**config.mk**
```make
export PLATFORM = sky130hd
export DESIGN_NAME = zbt_write_arbiter
export DESIGN_NICKNAME = d
export VERILOG_FILES = /design/src/rtl/zbt_pkg.sv /design/src/rtl/zbt_wr_fifo.sv /design/src/rtl/zbt_write_arbiter.sv
export SDC_FILE = /design/constraint.sdc
export NUM_CORES = 1
export LEC_CHECK = 0
export ABC_AREA = 1
export CAP_MARGIN = 10
export CORE_MARGIN = 5
export CORE_UTILIZATION = 30
export DETAILED_ROUTE_END_ITERATION = 8
export PLACE_DENSITY = 0.54
export SYNTH_ARGS = -nofsm -noshare
export SYNTH_HDL_FRONTEND = slang
export SYNTH_HIERARCHICAL = 1
export SYNTH_SLANG_ARGS = --single-unit
```
**constraint.sdc**
```tcl
create_clock -name i_clk -period 5.5 [get_ports i_clk]
set_input_delay 0.55 -clock i_clk [delete_from_list [all_inputs] [get_ports i_clk]]
set_output_delay 0.55 -clock i_clk [all_outputs]
set_load 0.01 [all_outputs]
```
**src/rtl/zbt_pkg.sv**
```systemverilog
// Shared constants for the ZBT image-load path: bus widths, read latency,
// default image size and the arbiter state encoding.
package zbt_pkg;

  localparam int ZBT_ADDR_W        = 19;
  localparam int ZBT_DATA_W        = 36;
  localparam int ZBT_RD_LATENCY    = 2;
  localparam int IMG_WORDS_DEFAULT = 19200;

  localparam logic [1:0] ST_IDLE = 2'd0;
  localparam logic [1:0] ST_LOAD = 2'd1;
  localparam logic [1:0] ST_DONE = 2'd2;

endpackage

```
**src/rtl/zbt_wr_fifo.sv**
```systemverilog
// Small synchronous FIFO buffering packed words while the display owns the ZBT.
// Pointers carry one extra wrap bit so full and empty are distinguishable.
module zbt_wr_fifo
  import zbt_pkg::*;
#(
  parameter int DEPTH = 4
) (
  input  logic                  i_clk,
  input  logic                  i_reset,
  input  logic                  i_push,
  input  logic                  i_pop,
  input  logic                  i_flush,
  input  logic [ZBT_DATA_W-1:0] i_data,
  output logic [ZBT_DATA_W-1:0] o_data,
  output logic                  o_full,
  output logic                  o_empty
);

  localparam int PTR_W = (DEPTH > 1) ? $clog2(DEPTH) : 1;

  logic [ZBT_DATA_W-1:0] r_mem [DEPTH];
  logic [PTR_W:0]        r_wrPtr;
  logic [PTR_W:0]        r_rdPtr;

  assign o_empty = (r_wrPtr == r_rdPtr);
  assign o_full  = (r_wrPtr[PTR_W] != r_rdPtr[PTR_W]) &&
                   (r_wrPtr[PTR_W-1:0] == r_rdPtr[PTR_W-1:0]);
  assign o_data  = r_mem[r_rdPtr[PTR_W-1:0]];

  // Flush discards everything, including a push arriving in the same cycle.
  always_ff @(posedge i_clk) begin
    if (i_reset || i_flush) begin
      r_wrPtr <= '0;
      r_rdPtr <= '0;
    end else begin
      if (i_push) r_wrPtr <= r_wrPtr + 1'b1;
      if (i_pop)  r_rdPtr <= r_rdPtr + 1'b1;
    end
  end

  always_ff @(posedge i_clk) begin
    if (i_push && !i_flush) r_mem[r_wrPtr[PTR_W-1:0]] <= i_data;
  end

endmodule

```
**src/rtl/zbt_write_arbiter.sv**
```systemverilog
// Shares one ZBT port between display reads (absolute priority) and buffered
// image-load writes, tracking load progress through IDLE/LOAD/DONE.
module zbt_write_arbiter
  import zbt_pkg::*;
#(
  parameter int IMG_WORDS  = IMG_WORDS_DEFAULT,
  parameter int FIFO_DEPTH = 4
) (
  input  logic                  i_clk,
  input  logic                  i_reset,
  input  logic                  i_start,
  input  logic                  i_wr_valid,
  input  logic [ZBT_DATA_W-1:0] i_wr_data,
  input  logic                  i_rd_req,
  input  logic [ZBT_ADDR_W-1:0] i_rd_addr,
  output logic                  o_rd_valid,
  output logic [ZBT_DATA_W-1:0] o_rd_data,
  output logic [ZBT_ADDR_W-1:0] o_zbt_addr,
  output logic                  o_zbt_we,
  output logic [ZBT_DATA_W-1:0] o_zbt_wdata,
  input  logic [ZBT_DATA_W-1:0] i_zbt_rdata,
  output logic                  o_busy,
  output logic                  o_done,
  output logic                  o_overflow
);

  localparam logic [ZBT_ADDR_W-1:0] LAST_ADDR = ZBT_ADDR_W'(IMG_WORDS - 1);

  logic [1:0]              r_state;
  logic [ZBT_ADDR_W-1:0]   r_wrAddr;
  logic [ZBT_RD_LATENCY:0] r_rdPipe;

  logic                  w_load;
  logic                  w_issueWrite;
  logic                  w_lastWrite;
  logic                  w_push;
  logic                  w_drop;
  logic                  w_flush;
  logic [ZBT_DATA_W-1:0] w_fifoData;
  logic                  w_fifoFull;
  logic                  w_fifoEmpty;

  // A start cycle never writes: the FIFO is being flushed underneath it.
  assign w_load       = (r_state == ST_LOAD);
  assign w_issueWrite = w_load && !i_start && !i_rd_req && !w_fifoEmpty;
  assign w_lastWrite  = w_issueWrite && (r_wrAddr == LAST_ADDR);
  assign w_push       = w_load && !i_start && i_wr_valid && (!w_fifoFull || w_issueWrite);
  assign w_drop       = w_load && !i_start && i_wr_valid && w_fifoFull && !w_issueWrite;
  assign w_flush      = i_start || w_lastWrite;
  assign o_busy       = w_load;

  zbt_wr_fifo #(
    .DEPTH(FIFO_DEPTH)
  ) u_fifo (
    .i_clk   (i_clk),
    .i_reset (i_reset),
    .i_push  (w_push),
    .i_pop   (w_issueWrite),
    .i_flush (w_flush),
    .i_data  (i_wr_data),
    .o_data  (w_fifoData),
    .o_full  (w_fifoFull),
    .o_empty (w_fifoEmpty)
  );

  always_ff @(posedge i_clk) begin
    if (i_reset) begin
      r_state    <= ST_IDLE;
      r_wrAddr   <= '0;
      o_done     <= 1'b0;
      o_overflow <= 1'b0;
    end else if (i_start) begin
      r_state    <= ST_LOAD;
      r_wrAddr   <= '0;
      o_done     <= 1'b0;
      o_overflow <= 1'b0;
    end else begin
      if (w_lastWrite) begin
        r_state <= ST_DONE;
        o_done  <= 1'b1;
      end else if (w_issueWrite) begin
        r_wrAddr <= r_wrAddr + ZBT_ADDR_W'(1);
      end
      if (w_drop) o_overflow <= 1'b1;
    end
  end

  // Idle cycles only drop the write enable; address and data hold.
  always_ff @(posedge i_clk) begin
    if (i_reset) begin
      o_zbt_addr  <= '0;
      o_zbt_we    <= 1'b0;
      o_zbt_wdata <= '0;
    end else if (i_rd_req) begin
      o_zbt_addr <= i_rd_addr;
      o_zbt_we   <= 1'b0;
    end else if (w_issueWrite) begin
      o_zbt_addr  <= r_wrAddr;
      o_zbt_we    <= 1'b1;
      o_zbt_wdata <= w_fifoData;
    end else begin
      o_zbt_we <= 1'b0;
    end
  end

  // One stage per edge of ZBT latency plus the address launch, then capture.
  always_ff @(posedge i_clk) begin
    if (i_reset) begin
      r_rdPipe   <= '0;
      o_rd_valid <= 1'b0;
      o_rd_data  <= '0;
    end else begin
      r_rdPipe   <= {r_rdPipe[ZBT_RD_LATENCY-1:0], i_rd_req};
      o_rd_valid <= r_rdPipe[ZBT_RD_LATENCY];
      if (r_rdPipe[ZBT_RD_LATENCY]) o_rd_data <= i_zbt_rdata;
    end
  end

endmodule

```
Yosys cells after proc, flatten, opt, wreduce, memory -nomap -nowiden:

Memories as Yosys holds them, arrays and structs flattened. A register that Yosys moved wholly into a read port is not among the register bits.
Index checks and enable logic that the tools add are counted.

* register bits: 88
* bits in writable memories: 144
* input port bits: 96
* output and inout port bits: 96
* word-level logic and storage cells: 54
* memories: 1

Memory list
* u_fifo.r_mem: words 4, bits a word 36, rd ports 1, clocked after memory_dff 1, write ports 1, RTL line zbt_wr_fifo.sv:21 `logic [ZBT_DATA_W-1:0] r_mem [DEPTH];`

* add/subtract/negate cells: 3
* equality and inequality tests: 5
* mux-type cells: 7
* bitwise operators: 2
* reduce and logical (&&, ||, !) cells: 25

Operators with widths (number)
* $mux 19: 2
* $add 19x1->19 const B: 1
* $eq 19x15->1 const B: 1
* $logic_and 1x1->1: 10
* $add 3x1->3 const B: 2
* $logic_not 1->1: 6
* $mux 1: 5
* $reduce_and 2->1: 2
* $reduce_bool 2->1: 2
* $reduce_or 2->1: 2
* $eq 3x3->1: 1
* $logic_or 1x1->1: 3
* $eq 2x1->1 const B: 1
* $eq 2x2->1: 1
* $not 1->1: 2
* $ne 1x1->1: 1

Logic depth before layout (Yosys ltp):

Gate-level depths: netlist of run 1.

* word-level depth: 10
* gate-level depth with buffers: 13

By module:

Netlist of run 1, hierarchy kept.

Modules (own cells, without submodules)
* zbt_wr_fifo: times used 1, cells an instance 476, area an instance 6291.0 um2, sequential area each 4484.3 um2
* zbt_write_arbiter: times used 1, cells an instance 627, area an instance 4594.4 um2, sequential area each 2362.3 um2

Least setup slack after synthesis of run 1:

No wires, ideal clock.

* kind: reg2reg
* start: register u_fifo.r_wrPtr[0]
* end: memory u_fifo.r_mem[0][0], enable pin
* library setup time: 429 ps
* data arrival time: 3468 ps
* path slack: 1603 ps
* cell stages (with the launch flop): 14
* path buffers: 2
* period minus slack after synthesis: 3897 ps
* cells stage by stage: dfxtp_1 > inv_1 > nand2_1 > nand2_1 > nand2_1 > nor2_1 > nor3_4 > inv_2 > buf_2 > clkbuf_1 > a21oi_1 > inv_2 > or2_1 > nor2_1

* elaborated cells between the ends (all ways): 14
* those cells by class: 2 x eq/ne; 2 x mux; 10 x reduce/logical

RTL lines
* from (decl): RTL line zbt_wr_fifo.sv:22 `logic [PTR_W:0] r_wrPtr;`
* from (signal assigned): RTL line zbt_wr_fifo.sv:36 `if (i_push) r_wrPtr <= r_wrPtr + 1'b1;`
* $eq 3x3->1: RTL line zbt_wr_fifo.sv:25 `assign o_empty = (r_wrPtr == r_rdPtr);`
* net w_fifoEmpty: RTL line zbt_write_arbiter.sv:41 `logic w_fifoEmpty;`
* $logic_not 1->1: RTL line zbt_write_arbiter.sv:45 `assign w_issueWrite = w_load && !i_start && !i_rd_req && !w_fifoEmpty;`
* $logic_and 1x1->1: RTL line zbt_write_arbiter.sv:45
* $logic_or 1x1->1: RTL line zbt_write_arbiter.sv:47 `assign w_push = w_load && !i_start && i_wr_valid && (!w_fifoFull || w_issueWrite);`
* $logic_and 1x1->1: RTL line zbt_write_arbiter.sv:47
* net w_push: RTL line zbt_write_arbiter.sv:36 `logic w_push;`
* $logic_and 1x1->1: RTL line zbt_wr_fifo.sv:42 `if (i_push && !i_flush) r_mem[r_wrPtr[PTR_W-1:0]] <= i_data;`
* $mux 1: RTL line zbt_wr_fifo.sv:42
* $mux 1 (implied by the code): RTL line zbt_wr_fifo.sv:42
* to (decl): RTL line zbt_wr_fifo.sv:21

The timed path passes the listed nets, and every way through them passes these cells.

Worst setup path in the final report of run 1:

* start: input port i_rd_req
* end: memory u_fifo.r_mem[2][23], enable pin

* elaborated cells between the ends (all ways): 11
* those cells by class: 2 x mux; 9 x reduce/logical

RTL lines
* from (decl): RTL line zbt_write_arbiter.sv:14 `input logic i_rd_req,`
* $logic_not 1->1: RTL line zbt_write_arbiter.sv:45
* $logic_and 1x1->1 (2 in series): RTL line zbt_write_arbiter.sv:45
* $logic_or 1x1->1: RTL line zbt_write_arbiter.sv:47
* $logic_and 1x1->1: RTL line zbt_write_arbiter.sv:47
* net w_push: RTL line zbt_write_arbiter.sv:36
* $logic_and 1x1->1: RTL line zbt_wr_fifo.sv:42
* $mux 1: RTL line zbt_wr_fifo.sv:42
* $mux 1 (implied by the code): RTL line zbt_wr_fifo.sv:42

The timed path passes the listed nets, and every way through them passes these cells.

==> results.json, run 1 <==
{
  "grt.overflow.total": 0,
  "worstSkewPairLatency_ns": 0.56,
  "vdd.ir_drop.worst_mv": 0.2163,
  "areaGrowthSynthToFinish_pct": 30.23,
  "run_status": "finished, final reports clean",
  "die_outline_area_mm2": 0.04019,
  "place.port_buffers": 191,
  "fin_setup_tns_ns": 0,
  "clock_skew_ns": 0.01238,
  "cellLeakagePower_nw": 5.319,
  "layout_cells_sized_above_1_pct": 8.212,
  "worstPathRequired_ns": 5.72,
  "met2_track_demand_over_resource_pct": 21.95,
  "cts-buffers-inserted": 29,
  "cts_hold_repair.buffers": 0,
  "grt_util_met3_pct": 3.118,
  "tritoncts": "done",
  "dieWidth_um": 200.5,
  "timing.final.setup_violations": 0,
  "top_usage_layer": "met2",
  "max_cap_viol_count": 0,
  "dp_hpwl_um": 18000,
  "detailroute.via_count": 7955,
  "relSlewSlack_pct": 29.75,
  "achievable-frequency_mhz": 273.8,
  "first_iter_violations": 426,
  "number_of_library_cell_types_mapped_by_synthesis": 34,
  "final_max_slew_viol_count": 0,
  "vias_in_the_first_global_route": 7887,
  "met1_usage_pct": 17.86,
  "start_kind": "input port",
  "pin_count_of_the_biggest_net_entering_global_routing": 95,
  "seq_power_share_pct": 49.6,
  "endpoint_arrival_time_on_the_critical_path_ns": 3.87,
  "drtAntennaViolNets": 0,
  "final.setup.worst_slack_ns": 1.847,
  "drt_pass1_iterations": 5,
  "tightestPinTransition_ns": 1.054,
  "fin_nets": 1382,
  "gpl.final_weighted_congestion": 0.7941,
  "cts_root_buf": "sky130_fd_sc_hd__clkbuf_16",
  "antenna_found_initial": 0,
  "ys_ff_latch": 270,
  "clock_sink_count": 270,
  "fp-row-count": 69,
  "clkSlewWorstSetupHoldPaths_ns": 0.06,
  "y_dimension_of_the_die_um": 200.5,
  "period_needed_ns": 3.653,
  "grt_setup_unrepaired": "false",
  "synthCells": 1103,
  "initial_core_util_pct": 30.53,
  "post-place-ws_ns": 1.182,
  "ys_seq_area_share_pct": 62.90,
  "utilization_pct": 39.76,
  "detail_routed_via_count_per_cell": 4.510,
  "boundaryPins": 192,
  "netSwitchingPower_w": 0.0009190,
  "cts.repair_timing.setup_buffer_count": 0,
  "hold_viol": 0,
  "power_density_mw_per_mm2": 306.6,
  "routed_wirelength_um": 27470,
  "synth.cell_area_mm2": 0.01089,
  "num_antenna_cells": 0,
  "finalCritPeriodShare_pct": 66.41,
  "wire_length_of_the_first_global_routing_pass_um": 43880,
  "gr-usage-all-layers_pct": 13.22,
  "crit_path_end_kind": "flop",
  "holdCritPathClass": "flop to flop",
  "drc_errors": 0,
  "combPwrFrac_pct": 4.7,
  "path_max_fanout": 43,
  "syn_avg_cell_area_um2": 9.869,
  "placeableCoreArea_mm2": 0.03566,
  "cts-resized-gates": 0,
  "synth_fp_nets": 1205,
  "cts-htree-levels": 1,
  "switching_share_pct": 21.14,
  "design_internal_power_w": 0.003428,
  "route.detailed.wl_per_inst_um": 15.57,
  "clock_power_share_pct": 45.7,
  "yosys_warnings": 6,
  "crit_path_kind": "input port to flop",
  "max-clock-path-buffers": 3
}
==> sequential cells by signal (all words and copies together), names as in the netlist, named ones only <==
| name | cells |
|---|---|
| u_fifo/r_wrPtr | 3 |
| o_rd_data | 36 |
| o_zbt_we | 1 |
| o_zbt_wdata | 36 |
| o_zbt_addr | 19 |
| r_state | 2 |
| u_fifo/r_mem | 144 |
| u_fifo/r_rdPtr | 3 |
| o_rd_valid | 1 |
| r_wrAddr | 19 |
| r_rdPipe | 3 |
| o_overflow | 1 |
==> area by class of cell <==
| class | count | area (µm²) |
|---|---|---|
| multi-input combinational | 664 | 3319 |
| sequential | 270 | 6852 |
| clock inverter | 9 | 90.09 |
| fill | 3524 | 21480 |
| tap | 461 | 576.8 |
| clock buffer | 45 | 897.1 |
| inverter | 113 | 426.7 |
| timing repair buffer | 202 | 2014 |
==> logic make-up (layout without fill, tap and decap cells) <==
kind of cell / count (synthesis) / in the layout / share of synthesized area [%]
adders and majority gates: 6 / 6 / 0.6896
xor gates and xnor gates: 11 / 11 / 0.8851
buffers and inverters: 169 / 369 / 6.885
DFF: 270 / 270 / 62.90
AOI/OAI and AO/OA: 197 / 197 / 12.36
and+or+nand+nor: 450 / 450 / 16.29
==> metal layers <==
metal | vias up | part of all wire, % | routed length (µm)
li1 | 4007 | - | -
met1 | 3685 | 47 | 12820
met2 | 226 | 46 | 12660
met3 | 37 | 5.5 | 1502
met4 | 0 | 1.8 | 487
met5 | - | 0 | 0
==> cell usage in the layout (no fill, tap or decap), drive strengths merged <==
master	instances
inv	114
nor3	3
clkbuf	45
o211ai	73
nand4	5
clkinv	7
nor2	189
dfxtp	126
ha	6
edfxtp	144
a22oi	2
xor2	3
a31oi	15
nand3b	2
o21ai	82
xnor2	8
buf	11
bufinv	1
a21boi	1
a21oi	24
clkdlybuf4s50	191
nand3	17
nand2	233
or2	1
==> metrics by stage <==
step                      hold slack [ns]  instance area, µm²  cells  power, W
after floorplan                    0.3883               10890   1103  0.002261
after global placement             0.3908               13160   1709  0.002404
after detailed placement           0.3956               13160   1709  0.002405
after CTS                          0.4041               14150   1763  0.004413
after global routing               0.4269               14180   1764  0.004516
final                              0.4027               14180   1764  0.004347
==> worst paths after layout <==
kind                startpoint                   to  slack (ns)  cells after the start
min reg2reg        r_rdPipe[0]          r_rdPipe[1]        0.40                      2
max reg2reg  u_fifo/r_wrPtr[0]  u_fifo/r_mem[2][23]        2.09                     13
min                r_rdPipe[0]          r_rdPipe[1]        0.40                      2
max                   i_rd_req  u_fifo/r_mem[2][23]        1.85                      9
==> critical path, cell delays in order <==
cell and delay [ns]:
sky130_fd_sc_hd__clkdlybuf4s50_1 0.85, sky130_fd_sc_hd__nor3_4 0.36, sky130_fd_sc_hd__buf_4 0.44, sky130_fd_sc_hd__inv_2 0.07
sky130_fd_sc_hd__a21oi_1 0.27, sky130_fd_sc_hd__inv_2 0.09, sky130_fd_sc_hd__or2_1 0.32, sky130_fd_sc_hd__nor2_4 0.49
sky130_fd_sc_hd__buf_4 0.42
==> Yosys cell counts (all sizes together) <==
| cell | number | area, µm² |
|---|---|---|
| a22oi | 2 | 15.01 |
| nor3 | 3 | 26.28 |
| nor2 | 189 | 721.9 |
| nand4 | 5 | 31.28 |
| dfxtp | 126 | 2522 |
| xnor2 | 8 | 70.07 |
| clkbuf | 25 | 93.84 |
| a21boi | 1 | 7.510 |
| buf | 31 | 229.0 |
| nand3 | 17 | 95.09 |
| ha | 6 | 75.07 |
| edfxtp | 144 | 4324 |
| a31oi | 15 | 93.84 |
| xor2 | 3 | 26.28 |
| o21ai | 82 | 410.4 |
| nand2 | 233 | 877.1 |
| a21oi | 24 | 120.1 |
| or2 | 1 | 6.260 |
| nand3b | 2 | 15.01 |
| clkinv | 1 | 3.750 |
| o211ai | 73 | 698.2 |
| inv | 112 | 422.9 |
==> power by group through the flow <==
| stage | Sequential (W) | Combinational, W | Clock (W) |
|---|---|---|---|
| floorplan | 0.00221 | 0.0000522 | 0 |
| global placement | 0.00220 | 0.000202 | 0 |
| global route | 0.00216 | 0.000222 | 0.00213 |
| finish | 0.00216 | 0.000203 | 0.00199 |
| detailed placement | 0.00220 | 0.000203 | 0 |
| CTS | 0.00216 | 0.000204 | 0.00205 |
No activity file was read; power rests on OpenSTA's default activity.
==> inputs of run 2 (changes only) <==
Settings changed: PLACE_DENSITY 0.54 to 0.56.
Clock period 5.5 ns to 3.2 ns, I/O delays scaled along.
==> run 2 against run 1 <==
Net effect:
- register-to-register slack got worse by 1.5 ns
- worst hold slack got worse by 0.050 ns
- via count increased by 0.35%
- sequential power increased by 72%
- clock skew decreased by 0.0053 ns
- combinational power increased by 72%
- worst setup slack got worse by 1.3 ns
- critical endpoint is now u_fifo/r_mem[2][5]
- largest power group unchanged
- highest routed layer is now met5
==> results.json, run 2 (synthesis results as in run 1) <==
{
  "post_dp_cell_area_mm2": 0.01326,
  "fin_nets": 1391,
  "gr-usage-all-layers_pct": 13.09,
  "dp_hpwl_um": 18400,
  "cts-buffers-inserted": 29,
  "run_status": "finished, final reports clean",
  "max_cap_viol_count": 0,
  "detailroute.via_count": 7983,
  "clock_skew_ns": 0.007105,
  "drtAntennaViolNets": 0,
  "timing.critical_path.slowest_cell_delay_ns": 0.40,
  "vdd.ir_drop.worst_mv": 0.3895,
  "postLayoutCellArea_mm2": 0.01425,
  "antenna_found_initial": 1,
  "crit_path_start": "u_fifo/r_wrPtr[0]",
  "drc_errors": 0,
  "crit_path_end_kind": "flop",
  "critical_path_most_common_cell": "sky130_fd_sc_hd__nand2_1",
  "crit_path_kind": "flop to flop",
  "clock_sink_count": 270,
  "areaGrowthSynthToFinish_pct": 30.92,
  "die_outline_area_mm2": 0.04019,
  "finalHoldWorstSlack_ns": 0.3528,
  "finalCritPeriodShare_pct": 82.37,
  "initial_core_util_pct": 30.53,
  "mostFrequentLayoutCell": "sky130_fd_sc_hd__nand2_1",
  "layout_cells_sized_above_1_pct": 8.537,
  "achievable-frequency_mhz": 379.4,
  "tritoncts": "done",
  "place.port_buffers": 191,
  "grt.overflow.total": 0,
  "gpl.final_weighted_congestion": 0.8009,
  "final_max_slew_viol_count": 0,
  "crit_path_cell_trace": "inv_1 -> nand2_1 -> nand2_1 -> nand2_1 -> nor2_1 -> nor3_4 -> inv_2 -> a21oi_1 -> inv_2 -> or2_1 -> nor2_4 -> buf_4",
  "boundaryPins": 192,
  "most-common-layout-cells": "232 x sky130_fd_sc_hd__nand2_1, 191 x sky130_fd_sc_hd__clkdlybuf4s50_1, 182 x sky130_fd_sc_hd__nor2_1",
  "worst_hold_startpoint": "i_rd_addr[2]",
  "cts_root_buf": "sky130_fd_sc_hd__clkbuf_16",
  "cp_slowest_cell": "sky130_fd_sc_hd__dfxtp_1",
  "drt_pass1_iterations": 5,
  "rr_startpoint": "u_fifo/r_wrPtr[0]",
  "detail_routed_via_count_per_cell": 4.503,
  "clkSlewWorstSetupHoldPaths_ns": 0.06,
  "dieWidth_um": 200.5,
  "period_needed_ns": 2.636,
  "wire_length_of_the_first_global_routing_pass_um": 43620,
  "vias_in_the_first_global_route": 7845,
  "endpoint_arrival_time_on_the_critical_path_ns": 2.86,
  "layout.filler_cells": 3530,
  "y_dimension_of_the_die_um": 200.5,
  "grt_setup_unrepaired": "false",
  "path_max_fanout": 21,
  "pin_count_of_the_biggest_net_entering_global_routing": 70,
  "placeableCoreArea_mm2": 0.03566,
  "hold_viol": 0,
  "first_iter_violations": 436,
  "critical-path-top-delay-family": "simple AND/OR/NAND/NOR gates",
  "start_kind": "flop",
  "tightestPinTransition_ns": 0.6748,
  "largest_register_ffs": 144,
  "route.detailed.wl_per_inst_um": 15.29,
  "worstSkewPairLatency_ns": 0.55,
  "cp_num_buf_inv": 4,
  "routed_wirelength_um": 27110,
  "cts-htree-levels": 1,
  "timing.final.setup_violations": 0,
  "worstPathRequired_ns": 3.42,
  "power_density_mw_per_mm2": 525.4,
  "cellLeakagePower_nw": 5.356,
  "cts-resized-gates": 0,
  "holdCritPathClass": "input port to flop",
  "max-clock-path-buffers": 3,
  "cts_hold_repair.buffers": 0,
  "relSlewSlack_pct": 54.95,
  "num_antenna_cells": 0,
  "cts.repair_timing.setup_buffer_count": 0,
  "fp-row-count": 69
}
## run 2: cell types whose count changed in the layout (fill, tap and decap cells not counted), sizes merged
cell,change
buf,+9
bufinv,+3
clkbuf,-6
clkinv,+3
clkinvlp,+1
inv,-1
## run 2: final timing paths
| path | slack [ns] | endpoint | cells past startpoint |
|---|---|---|---|
| max reg2reg | 0.56 | u_fifo/r_mem[2][5] | 12 |
| min | 0.35 | o_zbt_addr[2] | 3 |
| max | 0.56 | u_fifo/r_mem[2][5] | 12 |
| min reg2reg | 0.41 | r_rdPipe[1] | 2 |
## run 2: where the power goes
group / internal [W] / total, W / switching, W
combinational: 0.000192 / 0.000350 / 0.000158
sequential: 0.00369 / 0.00371 / 0.0000211
clock: 0.00208 / 0.00343 / 0.00135
## run 2: final cells by class
cell class	count	area (µm²)	area share (%)
Inverter	113	426.7	2.994
Sequential cell	270	6852	48.08
Tap cell	461	576.8	4.047
Timing Repair Buffer	211	2087	14.64
Clock buffer	39	803.3	5.637
Clock inverter	15	186.4	1.308
Multi-Input combinational cell	664	3319	23.29
## run 2: routing by layer
layer / track usage (%) / wire, µm / vias to the layer above
li1: - / - / 4032
met1: 16.98 / 12290 / 3692
met2: 22.20 / 12550 / 218
met3: 3.683 / 1812 / 39
met4: 2.384 / 447 / 2
met5: 0 / 11 / -
## run 2: tightest hold or removal path, cell delays in order
cell and delay (ns):
sky130_fd_sc_hd__clkdlybuf4s50_1 0.39, sky130_fd_sc_hd__nand2_1 0.06, sky130_fd_sc_hd__a31oi_1 0.07
## run 2: through the flow
stage / setup WS, ns / power, W / std cells / util, % / setup TNS, ns
floorplan: -0.1273 / 0.003886 / 1103 / - / -13.75
global placement: 0.4514 / 0.004135 / 1719 / 37.19 / 0
detailed placement: 0.3809 / 0.004137 / 1719 / 37.19 / 0
CTS: 0.5321 / 0.007609 / 1773 / 39.97 / 0
global route: 0.3118 / 0.007781 / 1773 / 39.97 / 0
finish: 0.5643 / 0.007487 / 1773 / 39.97 / 0
==> inputs of run 3 (changes only) <==
Clock period 3.2 ns to 2.4 ns, I/O delays scaled along.
==> run 3 against run 2 <==
Net effect:
- die area stayed put
- count of clock-buffer cells in the layout is 6 higher
- design area is 1.9% higher
- clock power is 43% higher
- largest cell class unchanged
- worst hold slack worse by 0.089 ns
- global-route usage is 0.43 points higher
- critical path depth stayed put
- worst setup slack worse by 0.38 ns
- core utilization is 0.78 points higher
- combinational power is 38% higher
- first-iteration DRC count is 9.2% lower
- sequential power is 33% higher
- critical endpoint is now u_fifo/r_mem[0][33]
==> results.json, run 3 (synthesis results as in run 1) <==
{
  "dieWidth_um": 200.5,
  "max_cap_viol_count": 0,
  "cts-resized-gates": 0,
  "crit_path_cell_trace": "inv_2 -> nand2_1 -> nand2_1 -> nand2_1 -> nor2_2 -> nor3_4 -> inv_2 -> a21oi_4 -> inv_2 -> or2_4 -> nor2_4 -> buf_12",
  "vias_in_the_first_global_route": 7920,
  "run_status": "finished, final reports clean",
  "timing.critical_path.slowest_cell_delay_ns": 0.37,
  "period_needed_ns": 2.212,
  "crit_path_end_kind": "flop",
  "detailroute.via_count": 7980,
  "sequential_cell_area_mm2": 0.006854,
  "gpl.final_weighted_congestion": 0.8273,
  "layout_cells_sized_above_1_pct": 10.32,
  "worstPathRequired_ns": 2.66,
  "layout.filler_cells": 3447,
  "worst-r2r-setup-slack_ns": 0.19,
  "cts_hold_repair.buffers": 0,
  "clock_sink_count": 270,
  "num_antenna_cells": 0,
  "fp-row-count": 69,
  "post-place-ws_ns": 0.03414,
  "antenna_found_initial": 0,
  "crit_path_kind": "flop to flop",
  "detail_routed_via_count_per_cell": 4.463,
  "capture_point_of_the_worst_path": "u_fifo/r_mem[0][33]",
  "critical-path-top-delay-family": "simple AND/OR/NAND/NOR gates",
  "tritoncts": "done",
  "drc_errors": 0,
  "crit_path_start": "u_fifo/r_wrPtr[0]",
  "die_outline_area_mm2": 0.04019,
  "endpoint_arrival_time_on_the_critical_path_ns": 2.47,
  "drtAntennaViolNets": 0,
  "worstSkewPairLatency_ns": 0.56,
  "drt_pass1_iterations": 4,
  "pin_count_of_the_biggest_net_entering_global_routing": 49,
  "most-common-layout-cells": "232 x sky130_fd_sc_hd__nand2_1, 191 x sky130_fd_sc_hd__clkdlybuf4s50_1, 181 x sky130_fd_sc_hd__nor2_1",
  "path_max_fanout": 26,
  "relSlewSlack_pct": 56.77,
  "tightestPinTransition_ns": 0.6476,
  "route.detailed.wl_per_inst_um": 15.49,
  "achievable-frequency_mhz": 452.1,
  "cts_root_buf": "sky130_fd_sc_hd__clkbuf_16",
  "first_iter_violations": 396,
  "gr-usage-all-layers_pct": 13.52,
  "wire_length_of_the_first_global_routing_pass_um": 44930,
  "final.setup.worst_slack_ns": 0.1883,
  "cellLeakagePower_nw": 5.491,
  "reg2reg_capture_point": "u_fifo/r_mem[0][33]",
  "stages_on_worst_setup_path": 12,
  "clkSlewWorstSetupHoldPaths_ns": 0.06,
  "routed_wirelength_um": 27690,
  "grt.overflow.total": 0,
  "initial_core_util_pct": 30.53,
  "power_density_mw_per_mm2": 710.9,
  "start_kind": "flop",
  "cp_slowest_cell": "sky130_fd_sc_hd__dfxtp_2",
  "boundaryPins": 192,
  "cts.repair_timing.setup_buffer_count": 0,
  "clock_skew_ns": 0.01222,
  "rr_startpoint": "u_fifo/r_wrPtr[0]",
  "largest_register_ffs": 144,
  "worst_r2r_path_depth": 12,
  "hold_viol": 0,
  "placeableCoreArea_mm2": 0.03566,
  "cts-htree-levels": 1,
  "holdCritPathClass": "input port to flop",
  "cp_num_buf_inv": 4,
  "y_dimension_of_the_die_um": 200.5,
  "vdd.ir_drop.worst_mv": 0.5986,
  "place.port_buffers": 191,
  "finalCritPeriodShare_pct": 92.15,
  "areaGrowthSynthToFinish_pct": 33.46,
  "cts-buffers-inserted": 31,
  "mostFrequentLayoutCell": "sky130_fd_sc_hd__nand2_1",
  "max-clock-path-buffers": 3,
  "timing.final.setup_violations": 0,
  "grt_setup_unrepaired": "false",
  "multi_input_area_mm2": 0.003336,
  "finalHoldWorstSlack_ns": 0.2640,
  "dp_hpwl_um": 18770,
  "final_max_slew_viol_count": 0,
  "fin_nets": 1404
}
==> run 3: cell types whose count changed in the layout (fill, tap and decap cells not counted), moves of 2 or more <==
cell,before,now
sky130_fd_sc_hd__dfxtp_2,1,3
sky130_fd_sc_hd__clkbuf_8,4,8
sky130_fd_sc_hd__buf_12,2,8
sky130_fd_sc_hd__buf_4,18,23
sky130_fd_sc_hd__dfxtp_1,124,122
sky130_fd_sc_hd__clkinv_1,6,3
sky130_fd_sc_hd__clkbuf_16,29,32
==> run 3: power by group <==
group          switching [W]  internal, W  leakage [nW]
combinational       0.000216     0.000268          2.63
clock                0.00189      0.00301         0.541
sequential         0.0000280      0.00492          2.32
==> run 3: area by class of cell <==
type	instances	share of cell area, %
Sequential cell	270	47.18
Tap cell	461	3.970
Clock buffer	45	6.399
Clock inverter	13	1.102
Timing Repair Buffer	222	15.45
Multi-Input combinational cell	664	22.96
Inverter	113	2.937
==> run 3: how the worst min path moves through the flow <==
stage,slack [ns],start,endpoint,depth (start not counted)
2_1_floorplan,0.31,i_reset,o_zbt_addr[3],1
3_3_place_gp,0.39,r_rdPipe[1],r_rdPipe[2],2
3_5_place_dp,0.39,r_rdPipe[1],r_rdPipe[2],2
4_1_cts,0.23,i_zbt_rdata[5],o_rd_data[5],3
5_1_grt,0.24,i_rd_addr[18],o_zbt_addr[18],3
6_report,0.26,i_zbt_rdata[5],o_rd_data[5],3
==> run 3: layer usage <==
layer  GRT usage, %  routed length, µm  vias up
li1               -                  -     4057
met1          18.41              12840     3676
met2          22.32              12670      222
met3          3.296               1708       25
met4          2.360                467        0
met5              0                  0        -
==> run 3: worst reg2reg max path, stage by stage (launching register included) <==
cell	delay [ns]
sky130_fd_sc_hd__dfxtp_2	0.37
sky130_fd_sc_hd__inv_2	0.07
sky130_fd_sc_hd__nand2_1	0.06
sky130_fd_sc_hd__nand2_1	0.04
sky130_fd_sc_hd__nand2_1	0.10
sky130_fd_sc_hd__nor2_2	0.07
sky130_fd_sc_hd__nor3_4	0.24
sky130_fd_sc_hd__inv_2	0.08
sky130_fd_sc_hd__a21oi_4	0.17
sky130_fd_sc_hd__inv_2	0.05
sky130_fd_sc_hd__or2_4	0.29
sky130_fd_sc_hd__nor2_4	0.15
sky130_fd_sc_hd__buf_12	0.21
==> run 3: metrics by stage <==
step                      power (W)  instance area (µm²)  TNS [ns]  cells  util (%)
after CTS                   0.01048                14530         0   1788     40.74
after detailed placement   0.005533                13440         0   1730     37.69
after floorplan            0.005185                10950    -42.47   1103         -
after global placement     0.005529                13440         0   1730     37.69
after global routing        0.01072                14530         0   1788     40.74
final                       0.01033                14530         0   1788     40.74
==> RTL change: new RTL, flow settings as in run 1 <==
Set the package constant `ZBT_DATA_W` to 18 (it was 36).
--- a/src/rtl/zbt_pkg.sv
+++ b/src/rtl/zbt_pkg.sv
@@ -3,7 +3,7 @@
 package zbt_pkg;
 
   localparam int ZBT_ADDR_W        = 19;
-  localparam int ZBT_DATA_W        = 36;
+  localparam int ZBT_DATA_W        = 18;
   localparam int ZBT_RD_LATENCY    = 2;
   localparam int IMG_WORDS_DEFAULT = 19200;
 
Ports: changed (resized i_wr_data, i_zbt_rdata, o_rd_data and o_zbt_wdata); port bits go from 192 to 120. The function was not compared with the original's and may differ.
==> RTL change against run 1 <==
  * Register-to-register slack better by 0.15 ns
  * Power down 38%
  * Wire length down 40%
  * First-iteration DRC count down 19%
  * Critical endpoint is now u_fifo/r_mem[2][8]
  * Non-clock buffer count down 78
  * Sequential cell count down 108
  * Hold slack better by 0.00079 ns
  * Largest power group unchanged
  * Synthesized area down 38%
  * Combinational power down 33%
  * Via count down 37%
  * Highest routed layer unchanged
  * Setup slack better by 0.39 ns
  * Utilization down 0.74 points
  * Cell area down 38%
==> RTL change: results <==
set metrics [dict create \
    critPathMaxStageDelay_ns 0.87 \
    timing.critical_path.to "u_fifo/r_mem[2][8]" \
    drt-total-wl_mm 16.37 \
    grt_max_degree 73 \
    placed_area_um2 8124 \
    drt-initial-drc-count 347 \
    r2r-start "u_fifo/r_wrPtr[0]" \
    hold_slack_ns 0.4034 \
    io_buffers 119 \
    grt_util_all_layers_pct 12.85 \
    p_comb_uw 135 \
    cp.arrival_ns 3.30 \
    status "complete, no violations" \
    crit_fanout 20 \
    max-slew-margin-rel_pct 22.18 \
    synthToLayoutAreaGrowth_pct 29.34 \
    slowest_stage "nor2_2" \
    synth_compound_area_share_pct 11.81 \
    worstHoldEndpoint "r_rdPipe[2]" \
    netlist_top_cells_area "edfxtp_1 (32%), dfxtp_1 (27%), nand2_1 (9.0%), nor2_1 (6.2%), o211ai_1 (3.9%)" \
    grt_pass1_vias 4946 \
    p_switching_uw 561.2 \
    p_leak_uw 0.003196 \
    antenna_found_initial 0 \
    reg2reg_slack_ns 2.24 \
    max-vdd-ir-drop_v 0.0002214 \
    vias 5051 \
    dp_hpwl_mm 10.96 \
    min_from "r_rdPipe[1]" \
    cts_buffers 17 \
    synth_commonest_cells "nand2_1 (162), nor2_1 (111), dfxtp_1 (90)" \
    rr_worst_depth 11 \
    synthAdderAreaFrac_pct 1.109 \
    largest_reg_flops 72 \
    synth.distinct_cells 39 \
    synth-xor-area-share_pct 1.812 \
    syn-num-nets 790 \
    grt_pass1_wl_mm 26.61 \
    drive_gt1_share_pct 8.274 \
    path_delay_family "simple AND/OR/NAND/NOR gates" \
    seq_area_frac_synth_pct 58.57 \
    worst-setup-path-type "reg2reg" \
    num-nets-final 899 \
    pg_seq_uw 1280 \
    n_fill_cell 2210 \
    clkLatencyLatePin_ns 0.42 \
    clock_skew_ns 0.007916 \
    synth_edf_count 72 \
    cts-htree-levels 4 \
]
[RTL change: changes by cell type after synthesis, sizes merged, moves of 2 or more]
cell,delta
a21oi,+2
clkbuf,-11
a31oi,-5
o21ai,-40
nand2,-68
nand3,+3
inv,-41
o211ai,-33
edfxtp,-72
a22oi,+2
nor2,-73
buf,-11
dfxtp,-36
xor2,+2
[RTL change: logic make-up after synthesis]
family / count (synthesis)
AOI/OAI and AO/OA: 123
xor gates and xnor gates: 14
adders and majority gates: 6
buffers and inverters: 107
DFF: 162
and+or+nand+nor: 312
[RTL change: routing by layer]
metal / wire length, µm / up-vias / GRT usage (%)
met5: 0 / - / 0
met3: 705 / 12 / 3.406
met2: 7628 / 86 / 21.08
met4: 158 / 0 / 3.402
met1: 7876 / 2344 / 16.87
li1: - / 2609 / -
[RTL change: through the flow]
step	power, µW	std cells	setup WS (ns)
6_report	2674	1131	2.237
5_1_grt	2772	1131	1.885
4_1_cts	2712	1131	2.150
3_5_place_dp	1444	1099	1.771
3_3_place_gp	1444	1099	1.849
2_1_floorplan	1353	724	2.495
[RTL change: layout make-up]
| type | count | share of cell area, % |
|---|---|---|
| Clock buffer | 18 | 4.903 |
| Clock inverter | 14 | 2.287 |
| Timing Repair Buffer | 124 | 14.04 |
| Sequential cell | 162 | 45.30 |
| Inverter | 73 | 3.216 |
| Multi-Input combinational cell | 455 | 26.19 |
| Tap cell | 285 | 4.074 |
[RTL change: worst register-to-register path, stage by stage (launching register included)]
cell	delay [ns]
dfxtp_1	0.41
inv_1	0.12
nand2_1	0.08
nand2_1	0.05
nand2_1	0.08
nor2_1	0.07
nor3_4	0.16
inv_1	0.32
a21oi_1	0.33
inv_1	0.12
or2_1	0.28
nor2_2	0.87
